<file path="src/rtl/tcu_pkg.sv">
// Shared types for the T-state sequencer: state enum and the all-ones power-up T-state.
// Combinational helpers only; no latency, no backpressure.
package tcu_pkg;

    typedef enum logic [1:0] {
        ST_PRE = 2'd0,
        ST_RUN = 2'd1,
        ST_JAM = 2'd2
    } tcu_state_e;

    localparam int TCU_WIDTH_DEFAULT = 4;

    // All-ones T-state for a counter of the given width (the value shown before the first enabled cycle).
    function automatic logic [31:0] tcu_reset_value(input int unsigned width);
        return 32'((64'd1 << width) - 64'd1);
    endfunction

    localparam logic [31:0] TCU_RESET_DEFAULT = tcu_reset_value(TCU_WIDTH_DEFAULT);

endpackage

</file>
<file path="src/rtl/tcu_nmi_latch.sv">
// NMI falling-edge detector with a pending latch; edge registers one cycle after it is sampled.
// No backpressure: an edge arriving with consume still leaves the request pending.
module tcu_nmi_latch (
    input  logic clk,
    input  logic reset,
    input  logic enable,
    input  logic nmi_n,
    input  logic consume,
    output logic pending
);

    logic nmi_prev_q;
    logic nmi_prev_d;
    logic pending_q;
    logic pending_d;
    logic fall;

    always_comb begin
        nmi_prev_d = nmi_prev_q;
        pending_d  = pending_q;
        fall       = 1'b0;
        if (enable) begin
            nmi_prev_d = nmi_n;
            fall       = nmi_prev_q & ~nmi_n;
            pending_d  = fall | (pending_q & ~consume);
        end
    end

    always_ff @(posedge clk) begin
        if (reset) begin
            nmi_prev_q <= 1'b1;
            pending_q  <= 1'b0;
        end else begin
            nmi_prev_q <= nmi_prev_d;
            pending_q  <= pending_d;
        end
    end

    assign pending = pending_q;

endmodule

</file>
<file path="src/rtl/tcu_sequencer.sv">
// 6502-style T-state sequencer (PRE/RUN/JAM) with NMI/IRQ service flags; T-state updates one enabled cycle after decode.
// RDY stalls read cycles only (o_stall combinational); optional cycle/instruction counters under TCU_SEQUENCER_COUNTERS_EN.
module tcu_sequencer
    import tcu_pkg::*;
#(
    parameter int TCU_WIDTH = 4,
    parameter int T_MAX     = 7,
    parameter int CYC_WIDTH = 32
) (
    input  logic                 i_clk,
    input  logic                 i_reset,
    input  logic                 i_clk_en,
    input  logic                 i_rdy,
    input  logic                 i_rw,
    input  logic [TCU_WIDTH-1:0] i_tcu_next,
    input  logic                 i_done,
    input  logic                 i_nmi_n,
    input  logic                 i_irq_n,
    input  logic                 i_irq_mask,
    output logic [TCU_WIDTH-1:0] o_tcu,
    output logic                 o_sync,
    output logic                 o_stall,
    output logic                 o_jam,
    output logic                 o_int_nmi,
    output logic                 o_int_irq
`ifdef TCU_SEQUENCER_COUNTERS_EN
    ,
    output logic [CYC_WIDTH-1:0] o_cycle_count,
    output logic [CYC_WIDTH-1:0] o_instr_count
`endif
);

    localparam logic [TCU_WIDTH-1:0] TCU_RESET = TCU_WIDTH'(tcu_reset_value(TCU_WIDTH));
    localparam logic [TCU_WIDTH-1:0] T_MAX_V   = TCU_WIDTH'(T_MAX);

    if (T_MAX < 0 || T_MAX > (2 ** TCU_WIDTH) - 2 || CYC_WIDTH < 1) begin : g_param_check
        $error("tcu_sequencer: T_MAX or CYC_WIDTH out of range");
    end

    tcu_state_e           state_q;
    tcu_state_e           state_d;
    logic [TCU_WIDTH-1:0] tcu_q;
    logic [TCU_WIDTH-1:0] tcu_d;
    logic                 int_nmi_q;
    logic                 int_nmi_d;
    logic                 int_irq_q;
    logic                 int_irq_d;
    logic                 stall;
    logic                 advance;
    logic                 consume;
    logic                 nmi_pending;

    tcu_nmi_latch u_nmi_latch (
        .clk     (i_clk),
        .reset   (i_reset),
        .enable  (i_clk_en),
        .nmi_n   (i_nmi_n),
        .consume (consume),
        .pending (nmi_pending)
    );

    always_comb begin
        stall     = i_clk_en & ~i_rdy & i_rw & (state_q == ST_RUN);
        advance   = i_clk_en & ~stall & (state_q == ST_RUN);
        consume   = advance & i_done;
        state_d   = state_q;
        tcu_d     = tcu_q;
        int_nmi_d = int_nmi_q;
        int_irq_d = int_irq_q;
        case (state_q)
            ST_PRE: begin
                if (i_clk_en) begin
                    tcu_d   = '0;
                    state_d = ST_RUN;
                end
            end
            ST_RUN: begin
                if (advance) begin
                    if (i_done) begin
                        tcu_d     = '0;
                        int_nmi_d = nmi_pending;
                        int_irq_d = ~i_irq_n & ~i_irq_mask & ~nmi_pending;
                    end else if (i_tcu_next > T_MAX_V) begin
                        // Illegal decode: freeze on the last good T-state until reset.
                        state_d = ST_JAM;
                    end else begin
                        tcu_d = i_tcu_next;
                    end
                end
            end
            ST_JAM:  state_d = ST_JAM;
            default: state_d = ST_PRE;
        endcase
    end

    always_ff @(posedge i_clk) begin
        if (i_reset) begin
            state_q   <= ST_PRE;
            tcu_q     <= TCU_RESET;
            int_nmi_q <= 1'b0;
            int_irq_q <= 1'b0;
        end else begin
            state_q   <= state_d;
            tcu_q     <= tcu_d;
            int_nmi_q <= int_nmi_d;
            int_irq_q <= int_irq_d;
        end
    end

    assign o_tcu     = tcu_q;
    assign o_sync    = (tcu_q == '0) & (state_q == ST_RUN);
    assign o_stall   = stall;
    assign o_jam     = (state_q == ST_JAM);
    assign o_int_nmi = int_nmi_q;
    assign o_int_irq = int_irq_q;

`ifdef TCU_SEQUENCER_COUNTERS_EN
    logic [CYC_WIDTH-1:0] cycle_count_q;
    logic [CYC_WIDTH-1:0] cycle_count_d;
    logic [CYC_WIDTH-1:0] instr_count_q;
    logic [CYC_WIDTH-1:0] instr_count_d;

    always_comb begin
        cycle_count_d = cycle_count_q;
        instr_count_d = instr_count_q;
        if (i_clk_en && (state_q == ST_RUN)) begin
            cycle_count_d = cycle_count_q + 1'b1;
        end
        if (consume) begin
            instr_count_d = instr_count_q + 1'b1;
        end
    end

    always_ff @(posedge i_clk) begin
        if (i_reset) begin
            cycle_count_q <= '0;
            instr_count_q <= '0;
        end else begin
            cycle_count_q <= cycle_count_d;
            instr_count_q <= instr_count_d;
        end
    end

    assign o_cycle_count = cycle_count_q;
    assign o_instr_count = instr_count_q;
`endif

endmodule
</file>
<file path="config.mk">
export PLATFORM = sky130hd
export DESIGN_NAME = tcu_sequencer
export DESIGN_NICKNAME = d
export VERILOG_FILES = /design/src/rtl/tcu_pkg.sv /design/src/rtl/tcu_nmi_latch.sv /design/src/rtl/tcu_sequencer.sv
export SDC_FILE = /design/constraint.sdc
export NUM_CORES = 1
export LEC_CHECK = 0
export ABC_CLOCK_PERIOD_IN_PS = 2750
export BUFFER_PORTS_ARGS = -buffer_cell sky130_fd_sc_hd__buf_2
export CORE_UTILIZATION = 40
export DETAILED_ROUTE_END_ITERATION = 12
export GPL_TIMING_DRIVEN = 0
export PLACE_DENSITY_LB_ADDON = 0.3
export SYNTH_ARGS = -nofsm -noshare
export SYNTH_HDL_FRONTEND = slang
export SYNTH_HIERARCHICAL = 1
export SYNTH_SLANG_ARGS = --single-unit
export TNS_END_PERCENT = 10
</file>
<file path="constraint.sdc">
create_clock -name i_clk -period 2.75 [get_ports i_clk]
set_input_delay 0.4125 -clock i_clk [delete_from_list [all_inputs] [get_ports i_clk]]
set_output_delay 0.4125 -clock i_clk [all_outputs]
set_load 0.02 [all_outputs]
</file>
---- Word-level counts from Yosys, hierarchy flattened ----
Cells that the tools add are included.
word-level totals
  logic and storage cells ................. 49
  bits of input ports ..................... 13
  output and inout port bits .............. 9
  latch bits .............................. 0
  RAM bits ................................ 0
  ROM bits ................................ 0
  register bits after elaboration ......... 10
  memories ................................ 0
operators by class
  $mul .................................... 0
  add/subtract/negate cells ............... 0
  magnitude comparators ................... 1
  equal/unequal tests ..................... 7
  divide/modulo/power cells ............... 0
  bitwise operators ....................... 19
  shift-type cells ........................ 0
  muxes and demuxes ....................... 10
  reduce and logical (&&, ||, !) cells .... 6
operators with widths
  cell                  count
  $mux W4               4
  $and A1 B1 Y1         11
  $mux W2               4
  $ne A2 B2 Y1 const B  4
  $pmux W4 S2           1
  $reduce_and A4 Y1     2
  $not A1 Y1            7
  $pmux W2 S3           1
  $gt A4 B3 Y1 const B  1
  $logic_not A4 Y1      1
  $ne A3 B3 Y1 const B  1
  $reduce_and A3 Y1     1
  $eq A2 B1 Y1 const B  1
  $eq A2 B2 Y1 const B  1
  $logic_not A2 Y1      1
  $reduce_bool A2 Y1    1
  $or A1 B1 Y1          1

---- Logic depth before layout (Yosys ltp) ----
Gate-level depths: netlist of the first run.
  depth in word-level cells ............... 11
  gate-level depth with buffers ........... 6
  depth with buffers taken out ............ 6

---- Cells and area by module ----
Netlist of the first run, hierarchy kept.
modules (own cells, without submodules)
  module         times used  seq. area each (sq um)  cells each  area an instance (sq um)
  tcu_sequencer  1           160.2                   52          483.0
  tcu_nmi_latch  1           40.0                    7           77.6

---- Worst setup path after synthesis of the first run ----
Ideal clock, no wire load.
  path kind ............................... register to output
  start ................................... reg state_q[1]
  end ..................................... out o_stall
  slack ................................... 1.319 ns
  cell stages (with the launch flop) ...... 5
  path buffers ............................ 0
  arrival time ............................ 1.019 ns
  required time ........................... 2.338 ns
  cells stage by stage .................... dfxtp_1 -> inv_1 -> ha_1 -> nand2_1 -> nor2_1
between the ends
  word-level cells in the longest chain between the ends .. 2
ends and longest elaborated chain
  item                      RTL line              source
  start: declaration        tcu_sequencer.sv:40   tcu_state_e state_q;
  start signal: assignment  tcu_sequencer.sv:103  state_q <= state_d;
  $eq A2 B1 Y1              tcu_sequencer.sv:63   stall = i_clk_en & ~i_rdy & i_rw & (state_q == ST_RUN);
  $and A1 B1 Y1             tcu_sequencer.sv:63
  end: declaration          tcu_sequencer.sv:22   output logic o_stall,
Every way passes these cells.

---- Final worst setup path of the first run ----
Same ends and word-level chain as after synthesis.

==> results.md, run 1 <==
- Syn. warnings: 6
- Synth Register Bits: 10
- Reg-to-reg critical path startpoint: state_q[1]
- Max Buffers Root-to-Sink: 2
- Starting Density: 43.08%
- Critical path class: reg2out
- Top Metal Used: met3
- Top delay family on crit path: flip-flops
- CP Launch Type: flip-flop
- Post-synthesis sequential area ratio: 35.71%
- Bufs and invs on worst path: 2
- Row Count: 13
- Register-to-register setup slack: 1.32 ns
- Gate Count Post-Synth: 59
- Number of setup buffers added after CTS: 0
- Port buffer count: 21
- R2R cell count: 5
- GRT Overall Usage: 16.84%
- # setup viols final: 0
- Setup_tns: 0 ns
- Async set-reset flop share out of synthesis: 0%
- # IOs: 22
- DR vias/cell: 5.224
- Largest vdd supply drop: 421.3 uV
- Number of synthesized flops with an enable pin: 0
- Routed WL: 1041 um
- PD cells: 816.6 nW/um^2
- Post-route minimum period: 1.785 ns
- Critical path endpoint category: output port
- Crit path to: o_stall
- Commonest cells after routing, fill and taps aside: buf_2, dfxtp_1, nand2b_1, mux2i_1
- Clk pin slew, worst setup/hold paths: 0.06 ns
- Resized cells post-CTS: 0
- Synth unique cells: 25
- Met2 wire length: 485 um
- Nets: 101
- Die ar.: 1555 um^2
- CTS tree: done
- Post-DP HPWL: 867.3 um
- Worst-Skew Late Latency: 0.26 ns
- WL met1: 478 um
- Avg WL per Cell: 10.62 um
- TritonCTS Buffers: 3
- Most common cell after layout, fill and taps aside: buf_2
- Rel. slew slack: 73.04%
- CP Max Fanout: 8
- Final count of pins violating max slew: 0
- Final Hold Viols: 0
- Synth Cell Area: 560.5 um^2
- Global-route wire length before repair: 1752 um
- Core ar.: 1301 um^2
- Placement Cell Area: 684.4 um^2
- Worst Skew: 0.001811 ns
- Outcome: finished clean
- Worst Tran Pin Value: 0.4044 ns
- Max incr delay on CP: 0.33 ns
- CP startpoint: state_q[1]
- 1st-iter DRT viols: 9
- Crit path depth: 5
- Period Utilization, post-route: 64.90%
- Total power: 0.5773 mW
- Die Span Y: 39.44 um
- CTS root buf: clkbuf_4
- Vias in the first global route: 426
- Vias: 512
- Antenna Cells: 0
- Syn_nets: 75
- Area grow syn2layout: 26.12%
- Final Wtd Congestion: 0.7255
- Hold Crit Class: in2reg
- Most common flop cell mapped by yosys: dfxtp_1
- Achievable frequency: 0.5603 GHz
- Overflow after GRT: 0
- Clock sinks: 10
- Hold path depth: 2
- Initial antenna violation count: 0
- Share of layout cells above drive strength 1: 32.53%
- Finished Cell Area: 706.9 um^2
- H-tree depth: 1
- Die width: 39.44 um
- Met3 wire length: 77 um
- Largest net degree at the start of global routing: 11
- R2r endpoint: o_tcu[1]
- P_leak: 0.3342 nW
- Hold Buf Count CTS: 0
- ANT nets after route: 0
- Avg Inst Size Synth: 9.501 um^2
- Drt first pass iters: 3
- CP max-delay cell: dfxtp_1
- CP arrival: 1.37 ns
- Drt drc: 0
- Crit-path cells: inv_1 -> ha_1 -> nand2_1 -> nor2_1 -> buf_2
- Max Cap Violations: 0
- Required @ worst endpoint: 2.34 ns
- RSZ-0062 raised after global routing: no
- Hold_ws: 0.3718 ns
[state kept, by name (all words and copies together) (netlist names)]
signal	count
o_int_irq	1
o_int_nmi	1
o_tcu	4
state_q	2
u_nmi_latch/nmi_prev_q	1
u_nmi_latch/pending	1
[where the power goes]
part           internal (mW)  leakage (nW)  switching, mW
logic                  0.118         0.238          0.148
registers              0.188        0.0826         0.0289
clock network         0.0503        0.0138         0.0445
[logic make-up (layout without fill, tap and decap cells)]
logic type | Yosys count | after routing | synth area share (%)
simple gates | 23 | 23 | 26.34
compound gates | 13 | 13 | 18.97
flops | 10 | 10 | 35.71
mux | 5 | 5 | 8.929
buf+inv | 5 | 29 | 3.347
fa+ha+maj | 3 | 3 | 6.697
[cells in the mapped netlist, types with 3 or more instances]
cell type | instances | area share, %
a31oi_1 | 3 | 3.3
nor2_1 | 4 | 2.7
nand2b_1 | 5 | 5.6
ha_1 | 3 | 6.7
dfxtp_1 | 10 | 36
inv_1 | 4 | 2.7
mux2i_1 | 5 | 8.9
a21oi_1 | 3 | 2.7
[worst reg2reg max path, delay by kind of cell (launching register included)]
family	cells	cell delay, ns
flops	1	0.36
fa+ha+maj	1	0.26
compound gates	1	0.24
simple gates	1	0.22
mux	1	0.21
buf+inv	1	0.07
[per-layer routing]
| metal | track usage, % | vias up |
|---|---|---|
| met4 | 2.586 | 0 |
| met2 | 26.64 | 15 |
| met3 | 8.523 | 0 |
| met1 | 20.48 | 234 |
| li1 | - | 263 |
| met5 | 0 | - |
[worst min-delay path by stage]
stage / startpoint / endpoint / slack (ns)
after CTS: i_reset / u_nmi_latch/pending / 0.37
final: i_reset / u_nmi_latch/pending / 0.37
after global routing: i_nmi_n / u_nmi_latch/nmi_prev_q / 0.37
after global placement: o_int_irq / o_int_irq / 0.46
after floorplan: u_nmi_latch/nmi_prev_q / u_nmi_latch/pending / 0.44
after detailed placement: o_int_irq / o_int_irq / 0.46
[per-stage QoR]
| stage | cells | util [%] | worst slack [ns] |
|---|---|---|---|
| 3_3_place_gp | 95 | 52.60 | 1.242 |
| 5_1_grt | 98 | 54.33 | 0.8204 |
| 4_1_cts | 98 | 54.33 | 0.9361 |
| 2_1_floorplan | 59 | - | 1.319 |
| 6_report | 98 | 54.33 | 0.9652 |
| 3_5_place_dp | 95 | 52.60 | 1.222 |
[final cells by class]
cell class	count	area, um^2
clock buffer	3	22.52
tap	15	18.77
timing repair buffer	21	105.1
sequential	10	200.2
multi-input combinational	44	341.6
buffer	1	3.754
inverter	4	15.01
fill	134	594.3
(Power assumes the default switching activity.)
==> run 2, diff against run 1 <==
Settings changed: ABC_AREA set to 1, ABC_CLOCK_PERIOD_IN_PS 2750 to 1850.
Clock period 2.75 ns to 1.85 ns, I/O delays scaled along.
==> run 2 against run 1 <==
  * Setup slack got worse by 0.74 ns
  * Utilization increased by 0.98 points
  * Register-to-register slack got worse by 0.85 ns
  * Critical endpoint is now o_sync
==> results.md, run 2 <==
- Gate Count Post-Synth: 76
- Xor/xnor share of the synthesized area: 0%
- CTS root buf: clkbuf_4
- Simple-gate share of the synthesized area: 34.32%
- DR vias/cell: 4.629
- CP Launch Type: flip-flop
- Sequential Power Share: 31.8%
- Post-synth top area cell: dfxtp_1
- Starting Density: 42.84%
- Placement Cell Area: 674.4 um^2
- Vias: 537
- Clock sinks: 10
- Final core utilization: 55.31%
- Nets: 118
- Fillers: 135
- Largest net degree at the start of global routing: 9
- Largest vdd supply drop: 535.0 uV
- Drt first pass iters: 2
- Most area-consuming cells after synthesis: dfxtp_1, nand2_1, nand3_1, inv_1, ha_1
- Max Cap Violations: 0
- Most frequent cell after synthesis: nand2_1
- Most common cell after layout, fill and taps aside: buf_2
- Synth Cell Area: 550.5 um^2
- GRT Overall Usage: 15.49%
- Synth unique cells: 18
- Final Hold Viols: 0
- Resized cells post-CTS: 0
- Multi-input logic area: 284.0 um^2
- 1st-iter DRT viols: 2
- Critical path class: reg2out
- Post-synthesis sequential area ratio: 36.36%
- Hold Crit Class: in2reg
- Max incr delay on CP: 0.32 ns
- Int Power: 0.6153 mW
- Syn. warnings: 6
- Rel. slew slack: 75.22%
- Clock power frac: 18.6%
- Final count of pins violating max slew: 0
- CP Max Fanout: 6
- Port buffer count: 21
- Clk pin slew, worst setup/hold paths: 0.06 ns
- Setup_tns: 0 ns
- Hold Startpoint: i_reset
- Syn_nets: 92
- P_leak: 0.3892 nW
- Avg WL per Cell: 8.741 um
- Row Count: 13
- Share of layout cells above drive strength 1: 32.67%
- Most frequent cells after synthesis: nand2_1, inv_1, dfxtp_1, nand3_1, a21oi_1
- Overflow after GRT: 0
- Worst Tran Pin Value: 0.3692 ns
- # IOs: 22
- Sw power: 0.4210 mW
- Hold_ws: 0.2235 ns
- Routed WL: 1014 um
- Async set-reset flop share out of synthesis: 0%
- Max reg flops: 4
- Commonest cells after routing, fill and taps aside: buf_2, nand2_1, inv_1
- Comb power frac: 49.6%
- Drt drc: 0
- Core ar.: 1285 um^2
- Max Buffers Root-to-Sink: 2
- Hold Buf Count CTS: 0
- Compound-Gate Fraction of Synth Area: 10.45%
- Outcome: finished clean
- # setup viols final: 0
- Largest family of logic cells by synthesized area: simple AND/OR/NAND/NOR gates
- Sequential cell area: 200.2 um^2
- Vias in the first global route: 445
- Total power: 1.036 mW
- CTS tree: done
- Die Span Y: 39.10 um
- Reg-to-reg critical path startpoint: state_q[1]
- Avg Inst Size Synth: 7.244 um^2
- H-tree depth: 1
- ANT nets after route: 0
- Global-route wire length before repair: 1587 um
- Post-DP HPWL: 837.2 um
- CP startpoint: state_q[1]
- Required @ worst endpoint: 1.57 ns
- Finished Cell Area: 710.7 um^2
- Worst-Skew Late Latency: 0.26 ns
- Die ar.: 1529 um^2
- Sw frac: 40.63%
- Area grow syn2layout: 29.09%
- Critical path endpoint category: output port
- Achievable frequency: 0.6161 GHz
- Top delay family on crit path: flip-flops
- Number of setup buffers added after CTS: 0
- Post-route minimum period: 1.623 ns
- Die width: 39.10 um
- Worst Skew: 0.002622 ns
- CP arrival: 1.35 ns
- Antenna Cells: 0
- Most common flop cell mapped by yosys: dfxtp_1
- Bufs and invs on worst path: 2
- Synth Register Bits: 10
- Number of synthesized flops with an enable pin: 0
- CP max-delay cell: dfxtp_1
- RSZ-0062 raised after global routing: no
- TritonCTS Buffers: 3
- Final Wtd Congestion: 0.7306
- Period Utilization, post-route: 87.74%
- Initial antenna violation count: 0
- Post-synthesis mux area share: 0%
- Adder-cell share of the synthesized area: 6.818%
- Crit-path cells: inv_1 -> ha_1 -> nand2_1 -> nor3_1 -> buf_2
- Synth top area share: 36.36%
- PD cells: 1458 nW/um^2
==> run 2: cell types whose count changed after synthesis, moves of 3 or more <==
cell      before  now
nand3_1        0    9
nor3b_1        0    3
nand2b_1       5    0
nand2_2        0    3
inv_1          4   12
a31oi_1        3    0
nand2_1        1   16
mux2i_1        5    0
==> run 2: cells by family after synthesis <==
logic type | count (synthesis)
and+or+nand+nor | 39
buffers and inverters | 14
AOI/OAI and AO/OA | 10
DFF | 10
adders and majority gates | 3
==> run 2: layout make-up <==
class / instances / share of cell area, %
Sequential cell: 10 / 28.17
Multi-Input combinational cell: 52 / 39.96
Inverter: 14 / 9.331
Clock buffer: 4 / 5.106
Timing Repair Buffer: 21 / 14.79
Tap cell: 15 / 2.641
==> run 2: worst paths after layout <==
| check | end | slack, ns | cells after the start |
|---|---|---|---|
| worst max-delay path | o_sync | 0.23 | 5 |
| worst min register to register | o_tcu[3] | 0.46 | 2 |
| worst max register to register | o_tcu[2] | 0.47 | 7 |
| worst min-delay path | u_nmi_latch/pending | 0.22 | 2 |
==> run 2: power groups by stage <==
stage | logic [mW] | clock network (mW) | registers [mW]
floorplan | 0.352 | 0 | 0.385
global placement | 0.512 | 0 | 0.332
detailed placement | 0.522 | 0 | 0.335
CTS | 0.523 | 0.198 | 0.331
global route | 0.582 | 0.210 | 0.339
finish | 0.514 | 0.193 | 0.329
==> run 2: per-layer routing <==
layer | routed length [um] | global-route usage [%] | vias to the layer above
li1 | - | - | 290
met2 | 524 | 28.33 | 13
met4 | 0 | 2.586 | 0
met3 | 64 | 8.671 | 0
met1 | 426 | 15.17 | 234
met5 | 0 | 0 | -
==> run 2: through the flow <==
stage,setup WS (ns),cells
finish,0.2268,116
global route,0.06662,116
CTS,0.2039,116
detailed placement,0.4650,112
global placement,0.4941,112
floorplan,0.4298,76
==> run 2: worst reg2reg max path, cell delays in order, from the launching register on <==
cell and delay (ns):
dfxtp_1 0.32, inv_1 0.07, ha_1 0.28, o21ai_1 0.21, o21ai_2 0.14, nand2_2 0.11
nand2_1 0.07, nand3_1 0.06
